**config.mk**
```make
export PLATFORM = sky130hd
export DESIGN_NAME = raster_scan_sequencer
export DESIGN_NICKNAME = d
export VERILOG_FILES = /design/src/rtl/raster_scan_sequencer_pkg.sv /design/src/rtl/raster_scan_sequencer_counter.sv /design/src/rtl/raster_scan_sequencer.sv
export SDC_FILE = /design/constraint.sdc
export NUM_CORES = 1
export LEC_CHECK = 0
export BUFFER_PORTS_ARGS = -buffer_cell sky130_fd_sc_hd__buf_4
export CAP_MARGIN = 25
export CORE_MARGIN = 2
export CORE_UTILIZATION = 59
export DETAILED_ROUTE_END_ITERATION = 7
export PLACE_DENSITY = 0.9
export SLEW_MARGIN = 25
export SYNTH_ARGS = -nofsm -noshare
export SYNTH_HDL_FRONTEND = slang
export SYNTH_SLANG_ARGS = --single-unit
```
**constraint.sdc**
```tcl
create_clock -name clk -period 4.15 [get_ports clk]
set_input_delay 0.415 -clock clk [delete_from_list [all_inputs] [get_ports clk]]
set_output_delay 0.415 -clock clk [all_outputs]
set_load 0.05 [all_outputs]
```
**src/rtl/raster_scan_sequencer_pkg.sv**
```systemverilog
// Shared constants for the raster-scan sequencer and the predictive-coding datapath.
// The datapath's average mux decodes pred_sel with the same PRED_* codes.
package raster_scan_sequencer_pkg;

  localparam int IMG_W_DEF  = 512;
  localparam int IMG_H_DEF  = 512;
  localparam int ADDR_W_DEF = 19;

  localparam logic [2:0] ST_IDLE  = 3'd0;
  localparam logic [2:0] ST_F_CUR = 3'd1;
  localparam logic [2:0] ST_F_W   = 3'd2;
  localparam logic [2:0] ST_F_N   = 3'd3;
  localparam logic [2:0] ST_EMIT  = 3'd4;
  localparam logic [2:0] ST_DONE  = 3'd5;

  localparam logic [1:0] PRED_NONE = 2'd0;
  localparam logic [1:0] PRED_W    = 2'd1;
  localparam logic [1:0] PRED_N    = 2'd2;
  localparam logic [1:0] PRED_AVG  = 2'd3;

  // Counter width able to hold 0..n-1.
  function automatic int cnt_w(input int n);
    return (n <= 2) ? 1 : $clog2(n);
  endfunction

endpackage

```
**src/rtl/raster_scan_sequencer_counter.sv**
```systemverilog
// Column/row/linear-address tracker for the raster walk.
// Flags are decoded straight from the registers so the FSM sees them in the same cycle.
module raster_counter
  import raster_scan_sequencer_pkg::*;
#(
  parameter int IMG_W  = IMG_W_DEF,
  parameter int IMG_H  = IMG_H_DEF,
  parameter int ADDR_W = ADDR_W_DEF
) (
  input  logic              clk,
  input  logic              rst,
  input  logic              clear,
  input  logic              advance,
  output logic [ADDR_W-1:0] cur_addr,
  output logic              first_col,
  output logic              first_row,
  output logic              last_pixel
);

  localparam int COL_W = cnt_w(IMG_W);
  localparam int ROW_W = cnt_w(IMG_H);
  localparam logic [COL_W-1:0] COL_LAST = COL_W'(IMG_W - 1);
  localparam logic [ROW_W-1:0] ROW_LAST = ROW_W'(IMG_H - 1);

  logic [COL_W-1:0] col;
  logic [ROW_W-1:0] row;

  always_ff @(posedge clk or negedge rst) begin
    if (!rst) begin
      col      <= '0;
      row      <= '0;
      cur_addr <= '0;
    end else if (clear) begin
      col      <= '0;
      row      <= '0;
      cur_addr <= '0;
    end else if (advance) begin
      if (col == COL_LAST) begin
        col <= '0;
        row <= row + ROW_W'(1);
      end else begin
        col <= col + COL_W'(1);
      end
      cur_addr <= cur_addr + ADDR_W'(1);
    end
  end

  assign first_col  = (col == '0);
  assign first_row  = (row == '0);
  assign last_pixel = (col == COL_LAST) && (row == ROW_LAST);

endmodule

```
**src/rtl/raster_scan_sequencer.sv**
```systemverilog
// Walks one image in raster order: fetch current/West/North pixels, then hand
// the prediction mode to the Huffman stage and hold until it is accepted.
//
// state  | meaning
// IDLE   | waiting for start after reset
// F_CUR  | read current pixel into R1
// F_W    | read West neighbour into R2
// F_N    | read North neighbour into R3
// EMIT   | err_valid high, waiting for err_ready
// DONE   | frame complete, waiting for start
module raster_scan_sequencer
  import raster_scan_sequencer_pkg::*;
#(
  parameter int IMG_W  = IMG_W_DEF,
  parameter int IMG_H  = IMG_H_DEF,
  parameter int ADDR_W = ADDR_W_DEF
) (
  input  logic              clk,
  input  logic              rst,
  input  logic              start,
  output logic [ADDR_W-1:0] rd_addr,
  output logic              load_cur,
  output logic              load_w,
  output logic              load_n,
  output logic [1:0]        pred_sel,
  output logic              err_valid,
  input  logic              err_ready,
  output logic              busy,
  output logic              done,
  output logic [ADDR_W-1:0] pix_count
);

  localparam logic [ADDR_W:0] PIX_TOTAL = (ADDR_W + 1)'(IMG_W * IMG_H);

  logic [2:0]        state;
  logic [2:0]        state_nxt;
  logic [ADDR_W-1:0] rd_addr_q;
  logic [ADDR_W-1:0] cur_addr;
  logic              first_col;
  logic              first_row;
  logic              last_pixel;
  logic              start_ok;
  logic              accept;
  logic              advance;

  assign start_ok = ((state == ST_IDLE) || (state == ST_DONE)) && start;
  assign accept   = (state == ST_EMIT) && err_ready;
  assign advance  = accept && !last_pixel;

  raster_counter #(
    .IMG_W  (IMG_W),
    .IMG_H  (IMG_H),
    .ADDR_W (ADDR_W)
  ) u_counter (
    .clk        (clk),
    .rst        (rst),
    .clear      (start_ok),
    .advance    (advance),
    .cur_addr   (cur_addr),
    .first_col  (first_col),
    .first_row  (first_row),
    .last_pixel (last_pixel)
  );

  always_comb begin
    state_nxt = state;
    case (state)
      ST_IDLE, ST_DONE: if (start) state_nxt = ST_F_CUR;
      ST_F_CUR: begin
        if (!first_col)      state_nxt = ST_F_W;
        else if (!first_row) state_nxt = ST_F_N;
        else                 state_nxt = ST_EMIT;
      end
      ST_F_W:  state_nxt = first_row ? ST_EMIT : ST_F_N;
      ST_F_N:  state_nxt = ST_EMIT;
      ST_EMIT: if (err_ready) state_nxt = last_pixel ? ST_DONE : ST_F_CUR;
      default: state_nxt = ST_IDLE;
    endcase
  end

  always_ff @(posedge clk or negedge rst) begin
    if (!rst) state <= ST_IDLE;
    else      state <= state_nxt;
  end

  // Memory is combinational, so the fetch address is driven in the load cycle
  // itself; the register only keeps the last address stable between fetches.
  always_comb begin
    rd_addr = rd_addr_q;
    case (state)
      ST_F_CUR: rd_addr = cur_addr;
      ST_F_W:   rd_addr = cur_addr - ADDR_W'(1);
      ST_F_N:   rd_addr = cur_addr - ADDR_W'(IMG_W);
      default:  rd_addr = rd_addr_q;
    endcase
  end

  always_ff @(posedge clk or negedge rst) begin
    if (!rst) rd_addr_q <= '0;
    else      rd_addr_q <= rd_addr;
  end

  always_ff @(posedge clk or negedge rst) begin
    if (!rst)
      pix_count <= '0;
    else if (start_ok)
      pix_count <= '0;
    else if (accept && ({1'b0, pix_count} < PIX_TOTAL))
      pix_count <= pix_count + ADDR_W'(1);
  end

  assign load_cur  = (state == ST_F_CUR);
  assign load_w    = (state == ST_F_W);
  assign load_n    = (state == ST_F_N);
  assign err_valid = (state == ST_EMIT);
  assign pred_sel  = (state == ST_EMIT) ? {!first_row, !first_col} : PRED_NONE;
  assign busy      = (state == ST_F_CUR) || (state == ST_F_W) ||
                     (state == ST_F_N)   || (state == ST_EMIT);
  assign done      = (state == ST_DONE);

endmodule

```
After elaboration in Yosys (flattened, before gate mapping)
Index checks and enable logic that the tools add are counted.
W data, S select, Z words.
{"block": "totals", "reg_bits": 78, "input_bits": 4}
{"block": "classes", "order_cmp": 1, "n_reduce_logical": 21, "eq_ne": 9, "add_sub_neg": 6, "n_mux": 18}
{"cell": "$mux W19", "count": 4}
{"cell": "$pmux W19 S3", "count": 1}
{"cell": "$mux W9", "count": 6}
{"cell": "$add A19 B1 Y19 const B", "count": 2}
{"cell": "$lt A19 B19 Y1 const B", "count": 1}
{"cell": "$sub A19 B1 Y19 const B", "count": 1}
{"cell": "$sub A19 B10 Y19 const B", "count": 1}
{"cell": "$add A9 B1 Y9 const B", "count": 2}
{"cell": "$eq A9 B9 Y1 const B", "count": 2}
{"cell": "$logic_not A9 Y1", "count": 2}
{"cell": "$mux W3", "count": 5}
{"cell": "$pmux W3 S5", "count": 1}
{"cell": "$eq A3 B2 Y1 const B", "count": 2}
{"cell": "$eq A3 B3 Y1 const B", "count": 2}
{"cell": "$reduce_bool A2 Y1", "count": 3}
{"cell": "$logic_and A1 B1 Y1", "count": 5}
{"cell": "$logic_or A1 B1 Y1", "count": 4}
{"cell": "$reduce_and A2 Y1", "count": 2}
{"cell": "$eq A3 B1 Y1 const B", "count": 1}
{"cell": "$logic_not A1 Y1", "count": 3}
{"cell": "$logic_not A3 Y1", "count": 1}
{"cell": "$mux W2", "count": 1}
{"cell": "$ne A2 B1 Y1 const B", "count": 1}
{"cell": "$ne A2 B2 Y1 const B", "count": 1}
{"cell": "$reduce_or A2 Y1", "count": 1}

Depth between registers and ports, before layout
Gate-level depths: netlist of run 1.
{"block": "logic_depth", "ltp_word": 6, "depth_mapped": 11}

Hierarchy
A second synthesis of run 1 with hierarchy kept.
{"block": "unflattened", "hier_cells": 533, "area_unflattened_um2": 4788.3}
{"mod": "raster_scan_sequencer", "cells_each": 329, "area_per_inst_um2": 2815.2, "instances": 1, "seq_area_each_um2": 1026.0}
{"mod": "raster_counter", "cells_each": 204, "area_per_inst_um2": 1973.1, "instances": 1, "seq_area_each_um2": 925.9}

Worst setup path before layout of run 1
No wires, ideal clock.
{"block": "synth_path", "path_type": "flip-flop to output port", "start": "register state[2]", "end": "output port pred_sel[0]", "slack_ps": 1117, "stages_incl_launch_ff": 5, "t_arrival_ps": 2618, "cell_sequence": "dfrtp_1 -> clkbuf_1 -> clkinv_1 -> nor3_1 -> and2_1"}
{"block": "synth_between", "elab_chain_len": 2}
{"element": "start, declared", "line": "raster_scan_sequencer.sv:35", "text": "logic [2:0] state;"}
{"element": "start signal, assigned", "line": "raster_scan_sequencer.sv:83", "text": "else state <= state_nxt;"}
{"element": "$eq A3 B3 Y1"}
{"element": "via err_valid", "line": "raster_scan_sequencer.sv:26", "text": "output logic err_valid,"}
{"element": "$mux W2", "line": "raster_scan_sequencer.sv:116", "text": "assign pred_sel = (state == ST_EMIT) ? {!first_row, !first_col} : PRED_NONE;"}
{"element": "end, declared", "line": "raster_scan_sequencer.sv:25", "text": "output logic [1:0] pred_sel,"}
The timed path passes the listed nets, and every way through them passes these cells.

Final worst setup path of run 1
{"block": "layout_path", "start": "register u_counter.cur_addr[9]", "end": "output port rd_addr[13]"}
{"block": "layout_between", "elab_chain_len": 2, "word_cells_on_any_way": 3, "cone_classes": "add/sub (2); mux (1)"}
{"element": "start, declared", "line": "raster_scan_sequencer_counter.sv:14", "text": "output logic [ADDR_W-1:0] cur_addr,"}
{"element": "start signal, assigned", "line": "raster_scan_sequencer_counter.sv:44", "text": "cur_addr <= cur_addr + ADDR_W'(1);"}
{"element": "$sub A19 B10 Y19 or $sub A19 B1 Y19 (tied branches)", "line": "raster_scan_sequencer.sv:93, raster_scan_sequencer.sv:92"}
{"element": "$pmux W19 S3 (*)", "line": "raster_scan_sequencer.sv:90", "text": "case (state)"}
{"element": "end, declared", "line": "raster_scan_sequencer.sv:21", "text": "output logic [ADDR_W-1:0] rd_addr,"}
Every way passes the cells marked *; elsewhere a longest branch is shown, timed or not.

==> results_dict.tcl, run 1 <==
set metrics [dict create \
    synthTopCellsByCount "dfrtp_1 (78), nor2_1 (54), nand2_1 (41), a21oi_1 (34), o21ai_0 (31)" \
    dp.cells 680 \
    cts_hold_buf 0 \
    grt_usage 0.2802 \
    critPathSlowestCell "dfrtp_1" \
    power_density_nw_per_um2 672.3 \
    numCtsBuffers 9 \
    max-slew-margin-rel 0.3694 \
    grt_max_degree 79 \
    num_rows 32 \
    cts.path.max_buffers 2 \
    syn_inst 557 \
    worstPathRequired_ns 3.73 \
    slowest_delay_ns 0.51 \
    synth_top_flop_cell "dfrtp_1" \
    finalSetupViolCount 0 \
    io_buffers 49 \
    dpl.hpwl_um 8297 \
    cp_cell_sequence "inv_1, ha_1, nor3b_1, mux2_2, a222oi_1, o211ai_1, buf_4" \
    syn2layout_area_growth_pct 12.73 \
    synth_fp_nets 573 \
    synth.area.top_cells "dfrtp_1 (41%), nor2_1 (4.2%), a21oi_1 (3.6%)" \
    irDropWorstVdd_mv 0.2664 \
    fin_cells 696 \
    grt_pass1_wl_um 19870 \
    start_util 0.6130 \
    antenna_found_initial 0 \
    synthesis.area_um2 4786 \
    detailed_place.area_um2 5211 \
    core_area_um2 7807 \
    clockRootBuffer "clkbuf_8" \
    ios 50 \
    die_w_um 94.07 \
    status "completed" \
    fin_crit_ns 3.342 \
    initialDrtViolationCount 295 \
    postCtsResizedCells 0 \
    clk_latency_ns 0.36 \
    path_max_fanout 12 \
    drive_gt1_frac 0.1431 \
    leakage_nw 2.348 \
    ys_seq_area_frac 0.4078 \
    cts_num_sinks 78 \
    ant_nets 0 \
    cp.arrival_ns 2.93 \
    cts_max_level 3 \
    grt_setup_unrepaired "false" \
    worst_slack_ns 0.8079 \
    cts.clk_slew.worst_paths_ns 0.09 \
    synth_area_per_cell_um2 8.592 \
    yosysTopAreaCellShare 0.4078 \
    max_freq_mhz 299.2 \
    final.setup_skew_ns 0.01380 \
    wl_um 11940 \
    ys_warn_count 0 \
    fin_nets 605 \
    maxSlewViolCount 0 \
    synth_cell_types 61 \
    cts_tree "done" \
    gr-total-overflow 0 \
    whs_ns 0.07731 \
    end_kind "output port" \
    fin_crit_sh 0.8053 \
    cts_setup_buffers 0 \
    dp_worst_setup_slack_ns 1.024 \
    tightest_slew_ns 0.9459 \
    ys_ff_latch 78 \
    yosysTopAreaCell "dfrtp_1" \
    rr_worst_depth 9 \
    fin_area_um2 5395 \
    final_core_util 0.6910 \
    synth_edf_count 0 \
    hold_viol_final 0 \
    grt_pass1_vias 4283 \
    die-area_um2 8848 \
    totalPowerFinal_mw 3.627 \
    drc_errors 0 \
    drv_cap 0 \
    async_reset_ff_frac 1.000 \
    gp_congestion 0.9296 \
    avgViaCountPerCell 6.494 \
    dr.pass1.iters 5 \
    vias 4520 \
    post_drt_wl_per_cell_um 17.16 \
    fin_setup_tns_ns 0 \
    crit_type "flip-flop to output port" \
    die_h_um 94.07 \
    hp-class "primary input to async pin" \
    post-synth-top-count-cell "dfrtp_1" \
    start_kind "flip-flop" \
    diodes 0 \
]
==> metal layers <==
layer,part of all wire,GRT usage,wire length (µm),up-vias
met5,0,0,0,-
met4,0.017,0.08333,200,0
met3,0.065,0.05538,781,21
met2,0.50,0.4940,5993,196
met1,0.42,0.3465,4965,2201
li1,-,-,-,2102
==> flip-flops by register name (all words and copies together) (netlist names) <==
signal              flops
u_counter.col           9
u_counter.cur_addr     19
pix_count              19
u_counter.row           9
state                   3
rd_addr_q              19
==> report_power, final <==
group / internal (mW) / total (mW) / switching (mW)
logic: 0.631 / 2.02 / 1.39
registers: 0.882 / 1.07 / 0.184
clock network: 0.225 / 0.540 / 0.316
total: 1.74 / 3.63 / 1.89
==> placed cells by master (no fill, tap or decap), types with 11 or more instances in the layout <==
cell / n
dfrtp_1: 77
buf_4: 57
nor2_1: 54
nand2_1: 41
a21oi_1: 34
o21ai_0: 31
nand3_1: 25
nor3_1: 19
inv_1: 17
and2_1: 14
nand4_1: 14
or3_1: 13
o31ai_1: 13
or4_1: 12
xnor2_1: 12
ha_1: 12
a31oi_1: 11
==> critical path, delay by kind of cell (launching register included) <==
family / cells / cell delay [ns]
DFF: 1 / 0.51
muxes: 1 / 0.41
buffers and inverters: 2 / 0.42
adders and majority gates: 1 / 0.25
and+or+nand+nor: 1 / 0.45
AOI/OAI and AO/OA: 2 / 0.53
==> cell families after synthesis <==
kind of cell             after synthesis  synth area share
AND/OR/NAND/NOR                      248            0.2771
AO/OA/AOI/OAI                        134            0.1825
flip-flops                            78            0.4078
buffers and inverters                 56           0.04497
XOR/XNOR                              20           0.03660
adder cells (fa/ha/maj)               12           0.03137
multiplexers                           9           0.01961
==> final cells by class <==
class | instances | area (µm²)
clock buffer | 9 | 123.9
clock inverter | 7 | 55.05
fill | 618 | 2412
inverter | 19 | 71.32
multi-input combinational | 423 | 2625
sequential | 78 | 1953
tap | 102 | 127.6
timing repair buffer | 58 | 439.2
==> worst paths after layout <==
path	startpoint	slack, ns	to
worst max-delay path	u_counter.cur_addr[9]	0.81	rd_addr[13]
min in group clk	start	0.50	state[2]
worst min register to register	u_counter.cur_addr[18]	0.52	u_counter.cur_addr[18]
worst min-delay path	rst	0.08	rd_addr_q[14]
worst max register to register	u_counter.col[0]	0.94	u_counter.cur_addr[17]
max in group asynchronous	rst	3.57	state[0]
(Power assumes the default switching activity.)
==> run 2: changes to the inputs <==
--- a/config.mk
+++ b/config.mk
@@ -8,9 +8,9 @@
 export BUFFER_PORTS_ARGS = -buffer_cell sky130_fd_sc_hd__buf_4
 export CAP_MARGIN = 25
 export CORE_MARGIN = 2
-export CORE_UTILIZATION = 59
+export CORE_UTILIZATION = 54
 export DETAILED_ROUTE_END_ITERATION = 7
-export PLACE_DENSITY = 0.9
+export PLACE_DENSITY = 0.87
 export SLEW_MARGIN = 25
 export SYNTH_ARGS = -nofsm -noshare
 export SYNTH_HDL_FRONTEND = slang
==> constraint.sdc (replaced) <==
create_clock -name clk -period 2.7 [get_ports clk]
set_input_delay 0.27 -clock clk [delete_from_list [all_inputs] [get_ports clk]]
set_output_delay 0.27 -clock clk [all_outputs]
set_load 0.05 [all_outputs]
==> run 2 against run 1 <==
Net effect:
- clock power is 54% higher
- sequential cell count stayed put
- first-iteration DRC count is 5.1% higher
- power is 61% higher
- count of clock-buffer cells in the layout stayed put
- worst setup slack worse by 0.73 ns
- sequential share of layout area is 2.5 points lower
- global-route usage is 2.1 points lower
- combinational power is 75% higher
- design area is 7.4% higher
- die area is 8.9% higher
- clock skew is 0.0012 ns lower
==> results_dict.tcl, run 2 (same netlist as run 1, synthesis figures left out) <==
set metrics [dict create \
    status "completed" \
    nFillCells 685 \
    grt_usage 0.2592 \
    drv_cap 0 \
    path_max_fanout 6 \
    p_int_mw 2.849 \
    die_h_um 98.14 \
    fin_nets 631 \
    fin_crit_sh 0.9728 \
    post_drt_wl_per_cell_um 17.18 \
    grt_pass1_vias 4348 \
    clk_latency_ns 0.38 \
    cts_max_level 3 \
    worstPathRequired_ns 3.00 \
    irDropWorstVdd_mv 0.5837 \
    gp_congestion 0.9538 \
    p_switching_mw 2.986 \
    dr.pass1.iters 5 \
    dr.max_layer_used "met4" \
    power_frac_seq 0.251 \
    hold_viol_final 0 \
    dp_worst_setup_slack_ns 0.03534 \
    drive_gt1_frac 0.2274 \
    fin_setup_tns_ns 0 \
    vias 4608 \
    mostFrequentLayoutCells "buf_4 (78), dfrtp_1 (78), nor2_1 (53)" \
    fin_cells 728 \
    drc_errors 0 \
    fin_crit_ns 2.627 \
    cp-startpoint "u_counter.col[0]" \
    maxSlewViolCount 0 \
    grt_setup_unrepaired "true" \
    hp-class "primary input to flip-flop" \
    dpl.hpwl_um 8579 \
    whs_ns 0.3181 \
    wl_met3_um 780 \
    cts_tree "done" \
    grt_max_degree 79 \
    r2r-start "u_counter.col[0]" \
    ant_nets 0 \
    crit_type "flip-flop to flip-flop" \
    cts.clk_slew.worst_paths_ns 0.09 \
    tightest_slew_ns 0.7070 \
    diodes 0 \
    final.setup_skew_ns 0.01257 \
    finalSetupViolCount 0 \
    cp.arrival_ns 2.92 \
    numCtsBuffers 9 \
    clkPwrFrac 0.142 \
    die_w_um 98.14 \
    initialDrtViolationCount 310 \
    wl_met1_um 5163 \
    core_area_um2 8678 \
    antenna_found_initial 0 \
    start_kind "flip-flop" \
    start_util 0.5515 \
    end_kind "flip-flop" \
    max-slew-margin-rel 0.5287 \
    clockRootBuffer "clkbuf_8" \
    power_density_nw_per_um2 1007 \
    ios 50 \
    leakage_nw 2.515 \
    max_freq_mhz 380.7 \
    num_rows 34 \
    worst_slack_ns 0.07339 \
    avgViaCountPerCell 6.330 \
    final_core_util 0.6678 \
    regArea_um2 1952 \
    dp.cells 709 \
    wl_met2_um 6162 \
    die-area_um2 9631 \
    cts.path.max_buffers 2 \
    syn2layout_area_growth_pct 21.10 \
    gr-total-overflow 0 \
    p_comb_frac 0.607 \
    hold_path.startpoint "start" \
    io_buffers 49 \
    multiInputGateArea_um2 2790 \
    reg_top3 "pix_count x19, rd_addr_q x19, u_counter.cur_addr x19" \
    wl_um 12510 \
    cts_num_sinks 78 \
    grt_pass1_wl_um 20600 \
    switching_share 0.5117 \
]
## run 2: final cells by class
cell class,count,area share
Clock buffer,9,0.02137
Tap cell,108,0.02332
Sequential cell,78,0.3368
Multi-Input combinational cell,423,0.4814
Timing Repair Buffer,84,0.1140
Clock inverter,7,0.01015
Inverter,19,0.01295
## run 2: worst paths after layout
kind                                         end  slack (ns)  cells after the start
hold / removal                          state[2]        0.32                      3
setup reg to reg           u_counter.cur_addr[7]        0.07                     10
max in group asynchronous          pix_count[14]        1.72                      2
hold reg to reg                     rd_addr_q[0]        0.50                      2
setup / recovery           u_counter.cur_addr[7]        0.07                     10
min in group asynchronous           rd_addr_q[0]        0.49                      2
## run 2: per-layer routing
metal / vias to the layer above / GRT usage
li1: 2155 / -
met1: 2228 / 0.3212
met2: 184 / 0.4294
met3: 41 / 0.06371
met4: 0 / 0.1180
met5: - / 0
## run 2: critical path, cell delays in order (launching register included)
cell and delay, ns:
dfrtp_1 0.40, ha_2 0.21, and3_4 0.19, and3_4 0.18, and3_4 0.18, ha_4 0.15
and2_4 0.15, or4b_4 0.49, buf_6 0.15, or3_4 0.32, a21oi_2 0.14
## run 2: power by group through the flow
stage                     Sequential [mW]  Clock [mW]  Combinational, mW
after floorplan                      1.52           0               2.35
after CTS                            1.46       0.840               3.44
final                                1.47       0.830               3.54
after detailed placement             1.48           0               3.43
after global routing                 1.48       0.885               3.78
after global placement               1.48           0               3.35
## run 2: timing repair
action | 4_1_cts | 5_1_grt
resized for setup | 4 | 23
endpoints found under the setup margin | 2 | 9
endpoints found under the hold margin | 0 | 14
setup buffers | 0 | 2
hold buffers | 0 | 1
cloned | 0 | 0
pin swaps | 0 | 5
## run 2: stage by stage
stage | total power, mW | area (µm²)
after floorplan | 3.874 | 4857
after global placement | 4.826 | 5459
after detailed placement | 4.904 | 5459
after CTS | 5.745 | 5658
after global routing | 6.151 | 5796
final | 5.835 | 5796
